==> src/rtl/disp_scan_if.sv <==
// Bundle of frame inputs and display outputs for the seven-segment scan controller.
// The master drives the system data; the slave (scan controller) drives the pins.
interface disp_scan_if #(
  parameter int DIGITS = 8
);
  logic                  en;
  logic [4*DIGITS-1:0]   hexs;
  logic [DIGITS-1:0]     points;
  logic [DIGITS-1:0]     les;
  logic [DIGITS-1:0]     blink;
  logic [3:0]            bright;
  logic [3:0]            hex;
  logic                  p;
  logic                  le;
  logic [DIGITS-1:0]     an;
  logic                  frame_start;

  modport master (
    output en, hexs, points, les, blink, bright,
    input  hex, p, le, an, frame_start
  );

  modport slave (
    input  en, hexs, points, les, blink, bright,
    output hex, p, le, an, frame_start
  );
endinterface

==> src/rtl/disp_scan_ctrl.sv <==
// Self-timed multiplexed seven-segment scan controller with frame snapshot,
// anti-ghost guard cycle, 16-level PWM brightness and per-digit blink.
module disp_scan_ctrl #(
  parameter int DIGITS       = 8,
  parameter int SCAN_PERIOD  = 1024,
  parameter int BLINK_FRAMES = 64
) (
  input  logic       clk,
  input  logic       rst,
  disp_scan_if.slave bus
);

  localparam int IW = $clog2(DIGITS);
  localparam int TW = $clog2(SCAN_PERIOD);
  localparam int FW = (BLINK_FRAMES > 1) ? $clog2(BLINK_FRAMES) : 1;

  logic [TW-1:0]               tick;
  logic [IW-1:0]               idx;
  logic [3:0]                  pwm;
  logic [FW-1:0]               frame_cnt;
  logic                        blink_ph;
  logic                        primed;

  logic [DIGITS-1:0][3:0]      sh_hex;
  logic [DIGITS-1:0]           sh_points;
  logic [DIGITS-1:0]           sh_les;
  logic [DIGITS-1:0]           sh_blink;

  logic                        tick_last;
  logic                        idx_last;
  logic                        frame_wrap;
  logic                        frame_last;
  logic                        snap;
  logic                        lit;
  logic [DIGITS-1:0]           an_next;

  always_comb begin
    // NOTE: every always_comb output gets a default before any conditional
    // assignment, so no path leaves a signal unassigned and no latch is inferred.
    an_next    = '1;
    tick_last  = (tick == TW'(SCAN_PERIOD - 1));
    idx_last   = (idx == IW'(DIGITS - 1));
    frame_wrap = tick_last && idx_last;
    frame_last = (frame_cnt == FW'(BLINK_FRAMES - 1));
    // Capture on the frame wrap, and once on the first enabled cycle after reset.
    snap       = bus.en && (!primed || frame_wrap);
    // Tick 0 of every slot is the all-dark guard cycle that hides anode switching.
    lit        = (tick != '0) && (pwm <= bus.bright) && !(blink_ph && sh_blink[idx]);
    if (bus.en && lit) an_next[idx] = 1'b0;
  end

  // NOTE: sequential state uses non-blocking assignments only, so every
  // register samples pre-edge values regardless of statement order.
  always_ff @(posedge clk or posedge rst) begin
    if (rst) begin
      tick            <= '0;
      idx             <= '0;
      pwm             <= '0;
      frame_cnt       <= '0;
      blink_ph        <= 1'b0;
      primed          <= 1'b0;
      // NOTE: the shadow frame is small register state, not RAM, so it is
      // cleared with everything else to make the first frame well defined.
      sh_hex          <= '0;
      sh_points       <= '0;
      sh_les          <= '0;
      sh_blink        <= '0;
      bus.hex         <= 4'd0;
      bus.p           <= 1'b0;
      bus.le          <= 1'b0;
      bus.an          <= '1;
      bus.frame_start <= 1'b0;
    end else begin
      if (bus.en) begin
        pwm    <= pwm + 4'd1;
        primed <= 1'b1;
        if (tick_last) begin
          tick <= '0;
          idx  <= idx_last ? '0 : idx + 1'b1;
        end else begin
          tick <= tick + 1'b1;
        end
        if (frame_wrap) begin
          if (frame_last) begin
            frame_cnt <= '0;
            blink_ph  <= ~blink_ph;
          end else begin
            frame_cnt <= frame_cnt + 1'b1;
          end
        end
        if (snap) begin
          sh_hex    <= bus.hexs;
          sh_points <= bus.points;
          sh_les    <= bus.les;
          sh_blink  <= bus.blink;
        end
        // Digit data tracks the slot even while its anode is dark.
        bus.hex <= sh_hex[idx];
        bus.p   <= sh_points[idx];
        bus.le  <= sh_les[idx];
      end
      bus.an          <= an_next;
      bus.frame_start <= bus.en && (idx == '0) && (tick == '0);
    end
  end

endmodule
==> src/flat_wrapper.sv <==
// flat-port wrapper written by rule: the top's interface ports become plain ports
module disp_scan_ctrl_flat 
#(
  parameter int DIGITS       = 8,
  parameter int SCAN_PERIOD  = 1024,
  parameter int BLINK_FRAMES = 64
)
  (clk, rst, bus_en, bus_hexs, bus_points, bus_les, bus_blink, bus_bright, bus_hex, bus_p, bus_le, bus_an, bus_frame_start);
  disp_scan_if #(.DIGITS(DIGITS)) bus_i ();
  input  logic clk;
  input  logic rst;
  input wire logic [$bits(bus_i.en)-1:0] bus_en;
  input wire logic [$bits(bus_i.hexs)-1:0] bus_hexs;
  input wire logic [$bits(bus_i.points)-1:0] bus_points;
  input wire logic [$bits(bus_i.les)-1:0] bus_les;
  input wire logic [$bits(bus_i.blink)-1:0] bus_blink;
  input wire logic [$bits(bus_i.bright)-1:0] bus_bright;
  output wire logic [$bits(bus_i.hex)-1:0] bus_hex;
  output wire logic [$bits(bus_i.p)-1:0] bus_p;
  output wire logic [$bits(bus_i.le)-1:0] bus_le;
  output wire logic [$bits(bus_i.an)-1:0] bus_an;
  output wire logic [$bits(bus_i.frame_start)-1:0] bus_frame_start;
  assign bus_i.en = bus_en;
  assign bus_i.hexs = bus_hexs;
  assign bus_i.points = bus_points;
  assign bus_i.les = bus_les;
  assign bus_i.blink = bus_blink;
  assign bus_i.bright = bus_bright;
  assign bus_hex = bus_i.hex;
  assign bus_p = bus_i.p;
  assign bus_le = bus_i.le;
  assign bus_an = bus_i.an;
  assign bus_frame_start = bus_i.frame_start;
  disp_scan_ctrl #(.DIGITS(DIGITS), .SCAN_PERIOD(SCAN_PERIOD), .BLINK_FRAMES(BLINK_FRAMES)) u_core (.clk(clk), .rst(rst), .bus(bus_i));
endmodule
==> config.mk <==
export PLATFORM = sky130hd
export DESIGN_NAME = disp_scan_ctrl_flat
export DESIGN_NICKNAME = d
export VERILOG_FILES = /design/src/rtl/disp_scan_if.sv /design/src/rtl/disp_scan_ctrl.sv /design/src/flat_wrapper.sv
export SDC_FILE = /design/constraint.sdc
export NUM_CORES = 1
export LEC_CHECK = 0
export BUFFER_PORTS_ARGS = -buffer_cell sky130_fd_sc_hd__buf_4
export CORE_MARGIN = 3
export CORE_UTILIZATION = 36
export DETAILED_ROUTE_END_ITERATION = 12
export GPL_ROUTABILITY_DRIVEN = 1
export PLACE_DENSITY_LB_ADDON = 0.05
export SYNTH_ARGS = -nofsm -noshare
export SYNTH_HDL_FRONTEND = slang
export SYNTH_SLANG_ARGS = --single-unit
export TNS_END_PERCENT = 30
==> constraint.sdc <==
create_clock -name clk -period 8.5 [get_ports clk]
set_input_delay 1.275 -clock clk [delete_from_list [all_inputs] [get_ports clk]]
set_output_delay 1.275 -clock clk [all_outputs]
set_load 0.02 [all_outputs]
==> flow_metrics.env <==
export IMPL_fin_skew_ns=0.00452
export IMPL_grt_use_met1_pct=22.5
export IMPL_critPathMaxFanout=100
export IMPL_drc=0
export IMPL_met3_usage_pct=4.81
export IMPL_grt_pass1_vias=3320
export IMPL_maxSlewViolCount=0
export IMPL_arrival_ns=4.30
export IMPL_switchingPower_w=0.000304
export IMPL_drt_total_wl_mm=10.4
export IMPL_grt_setup_unrepaired="no"
export IMPL_yosys_warnings=0
export IMPL_r2r_worst_path_cells=7
export IMPL_ant_nets=0
export IMPL_endpoint_kind="flop"
export IMPL_cts_tree="done"
export IMPL_diodes=0
export IMPL_fill_cells=1229
export IMPL_hp_start="u_core.frame_cnt[5]"
export IMPL_p_leak_nw=2.43
export IMPL_drv_cap=0
export IMPL_yosysSeqAreaShare_pct=53.7
export IMPL_p_int_w=0.000857
export IMPL_min_to="u_core.frame_cnt[5]"
export IMPL_syn_area_mm2=0.00450
export IMPL_finalHoldViolations=0
export IMPL_rrSetupSlack_ns=4.48
export IMPL_multi_input_area_mm2=0.00190
export IMPL_cts_resized=0
export IMPL_worstHoldPathCells=1
export IMPL_reg2reg_to="u_core.sh_hex[0]"
export IMPL_die_area_mm2=0.0139
export IMPL_ff_latch_area_mm2=0.00241
export IMPL_place_area_mm2=0.00518
export IMPL_gp_congestion=0.762
export IMPL_areaGrowthSynthToFinish_pct=22.0
export IMPL_grt_util_met2_pct=22.5
export IMPL_antenna_found_initial=0
export IMPL_vdd_drop_max_v=0.000124
export IMPL_start_util_pct=37.1
export IMPL_rr_startpoint="u_core.idx[0]"
export IMPL_clockPowerShare_pct=35.4
export IMPL_synth_cells=449
export IMPL_htree_num_levels=3
export IMPL_finalCriticalPeriod_ns=4.07
export IMPL_startpoint_type="input port"
export IMPL_grt_first_pass_wirelength_mm=17.2
export IMPL_coreArea_mm2=0.0121
export IMPL_grt_max_degree=101
export IMPL_hpwlAfterDp_mm=7.00
export IMPL_clk_pin_slew_ns=0.06
export IMPL_setup_viol=0
export IMPL_synthTopCellsByArea="dfrtp_1 49%, nand2_1 9.1%, o21ai_0 6.2%"
export IMPL_slew_headroom_pct=30.7
export IMPL_holdCritPathClass="flop to flop"
export IMPL_cts_setup_buffers=0
export IMPL_setup_slack_ns=4.43
export IMPL_die_w_um=118
export IMPL_ys_ff_latch=96
export IMPL_fmax_mhz=246
export IMPL_grt_busiest_layer="met1"
export IMPL_dr_pass1_iters=4
export IMPL_cts_sinks=96
export IMPL_synth_distinct_cells=45
export IMPL_status="finished clean"
export IMPL_worstSetupPathType="input port to flop"
export IMPL_cts_buffer_depth=2
export IMPL_whs_ns=0.482
export IMPL_final_cell_mix="109 x nand2_1, 88 x dfrtp_1, 81 x buf_4"
export IMPL_cts_root_buf="clkbuf_16"
export IMPL_via_per_inst=4.89
export IMPL_synth_edf_count=0
export IMPL_swShare_pct=26.2
export IMPL_wl_per_cell_um=15.1
export IMPL_nNetsFinal=589
export IMPL_cts_buffers_inserted=9
export IMPL_seqPwrFrac_pct=49.6
export IMPL_drive_above_1_share_pct=23.5
export IMPL_rows=40
export IMPL_vias=3366
export IMPL_max_slew_worst_pin_slew_ns=1.04
export IMPL_drt_initial_drc_count=218
export IMPL_clk_latency_ns=0.34
export IMPL_fin_crit_sh_pct=47.8
export IMPL_combPwrFrac_pct=14.9
export IMPL_totalPowerFinal_w=0.00116
export IMPL_io_pins=78
export IMPL_ctsHoldBuffers=0
export IMPL_synth_area_per_cell_um2=10.0
export IMPL_portBuffers=77
export IMPL_crit_required_ns=8.73
export IMPL_overflow=0
export IMPL_syn_nets=523
export IMPL_finalSetupTns_ns=0
export IMPL_synth_top_cell_by_area="dfrtp_1"
export IMPL_final_cell_area_mm2=0.00548
export IMPL_ys_flop_type="dfrtp_1"
export IMPL_synth_top_cell_area_share_pct=49.0
export IMPL_powerDensity_mw_per_mm2=212
export IMPL_grtUsageTotal_pct=15.5
export IMPL_layout_commonest_cell="nand2_1"
export IMPL_dp_slack_ns=4.02
export IMPL_ys_async_sr_fraction_pct=100
export IMPL_die_h_um=118
==> synthesized netlist by cell type (all sizes together) (4+ instances only) <==
master / count
nor2b: 5
nor2: 19
dfrtp: 88
nor3: 5
inv: 13
nand2: 109
a21oi: 8
o21ai: 57
mux2i: 8
mux2: 20
or4: 6
nand3: 7
mux4: 4
a31oi: 4
buf: 12
clkbuf: 14
ha: 11
xnor2: 8
dfstp: 8
xor2: 4
nand4: 10
==> per-layer routing <==
metal | vias up | part of all wire, %
li1 | 1668 | -
met5 | - | 0
met3 | 9 | 5.1
met2 | 81 | 42
met4 | 0 | 1.1
met1 | 1608 | 51
==> kinds of logic after synthesis <==
group / Yosys count / synth area share [%]
adder cells (fa/ha/maj): 11 / 3.06
AND/OR/NAND/NOR: 171 / 16.7
AO/OA/AOI/OAI: 88 / 11.4
XOR/XNOR: 12 / 2.34
flip-flops: 96 / 53.7
multiplexers: 32 / 8.80
buffers and inverters: 39 / 4.09
==> cell type report <==
type / count / share of cell area, %
clock buffer: 13 / 4.75
clock inverter: 3 / 0.730
inverter: 13 / 0.936
multi-input combinational: 314 / 34.7
sequential: 96 / 44.0
tap: 168 / 3.83
timing repair buffer: 81 / 11.1
==> registers in the layout, indices dropped and copies added (netlist names) <==
| name | cells |
|---|---|
| u_core.idx | 3 |
| u_core.sh_hex | 32 |
| u_core.pwm | 4 |
| u_core.sh_blink | 8 |
| u_core.tick | 10 |
| u_core.bus.p | 1 |
| u_core.primed | 1 |
| u_core.frame_cnt | 6 |
| u_core.bus.an | 8 |
| u_core.sh_les | 8 |
| u_core.bus.frame_start | 1 |
| u_core.bus.le | 1 |
| u_core.blink_ph | 1 |
| u_core.bus.hex | 4 |
| u_core.sh_points | 8 |
==> power groups by stage <==
| stage | logic (W) | clock network (W) | registers (W) |
|---|---|---|---|
| 6_report | 0.000173 | 0.000411 | 0.000576 |
| 5_1_grt | 0.000199 | 0.000442 | 0.000584 |
| 4_1_cts | 0.000177 | 0.000425 | 0.000577 |
| 3_5_place_dp | 0.000176 | 0 | 0.000584 |
| 3_3_place_gp | 0.000170 | 0 | 0.000583 |
| 2_1_floorplan | 0.000110 | 0 | 0.000577 |
==> stage by stage <==
stage	util [%]	cells
detailed placement	42.8	672
floorplan	-	449
global placement	42.8	672
global route	45.3	688
CTS	45.3	688
finish	45.3	688
==> how the worst max path moves through the flow <==
stage	from	end	slack [ns]	cells past startpoint
6_report	bus_en	u_core.sh_hex[0]	4.43	6
5_1_grt	u_core.idx[0]	u_core.sh_hex[0]	4.20	7
4_1_cts	u_core.idx[0]	u_core.sh_hex[0]	4.39	7
3_5_place_dp	bus_en	u_core.sh_hex[0]	4.02	6
3_3_place_gp	bus_en	u_core.sh_hex[0]	4.08	6
2_1_floorplan	rst	u_core.blink_ph	4.73	1
==> worst max-delay path, stage by stage <==
cell,delay (ns)
buf_4,0.28
inv_1,0.18
or4_2,1.20
o21ai_4,0.17
buf_4,0.71
mux2_2,0.41
No activity file was read; power rests on OpenSTA's default activity.
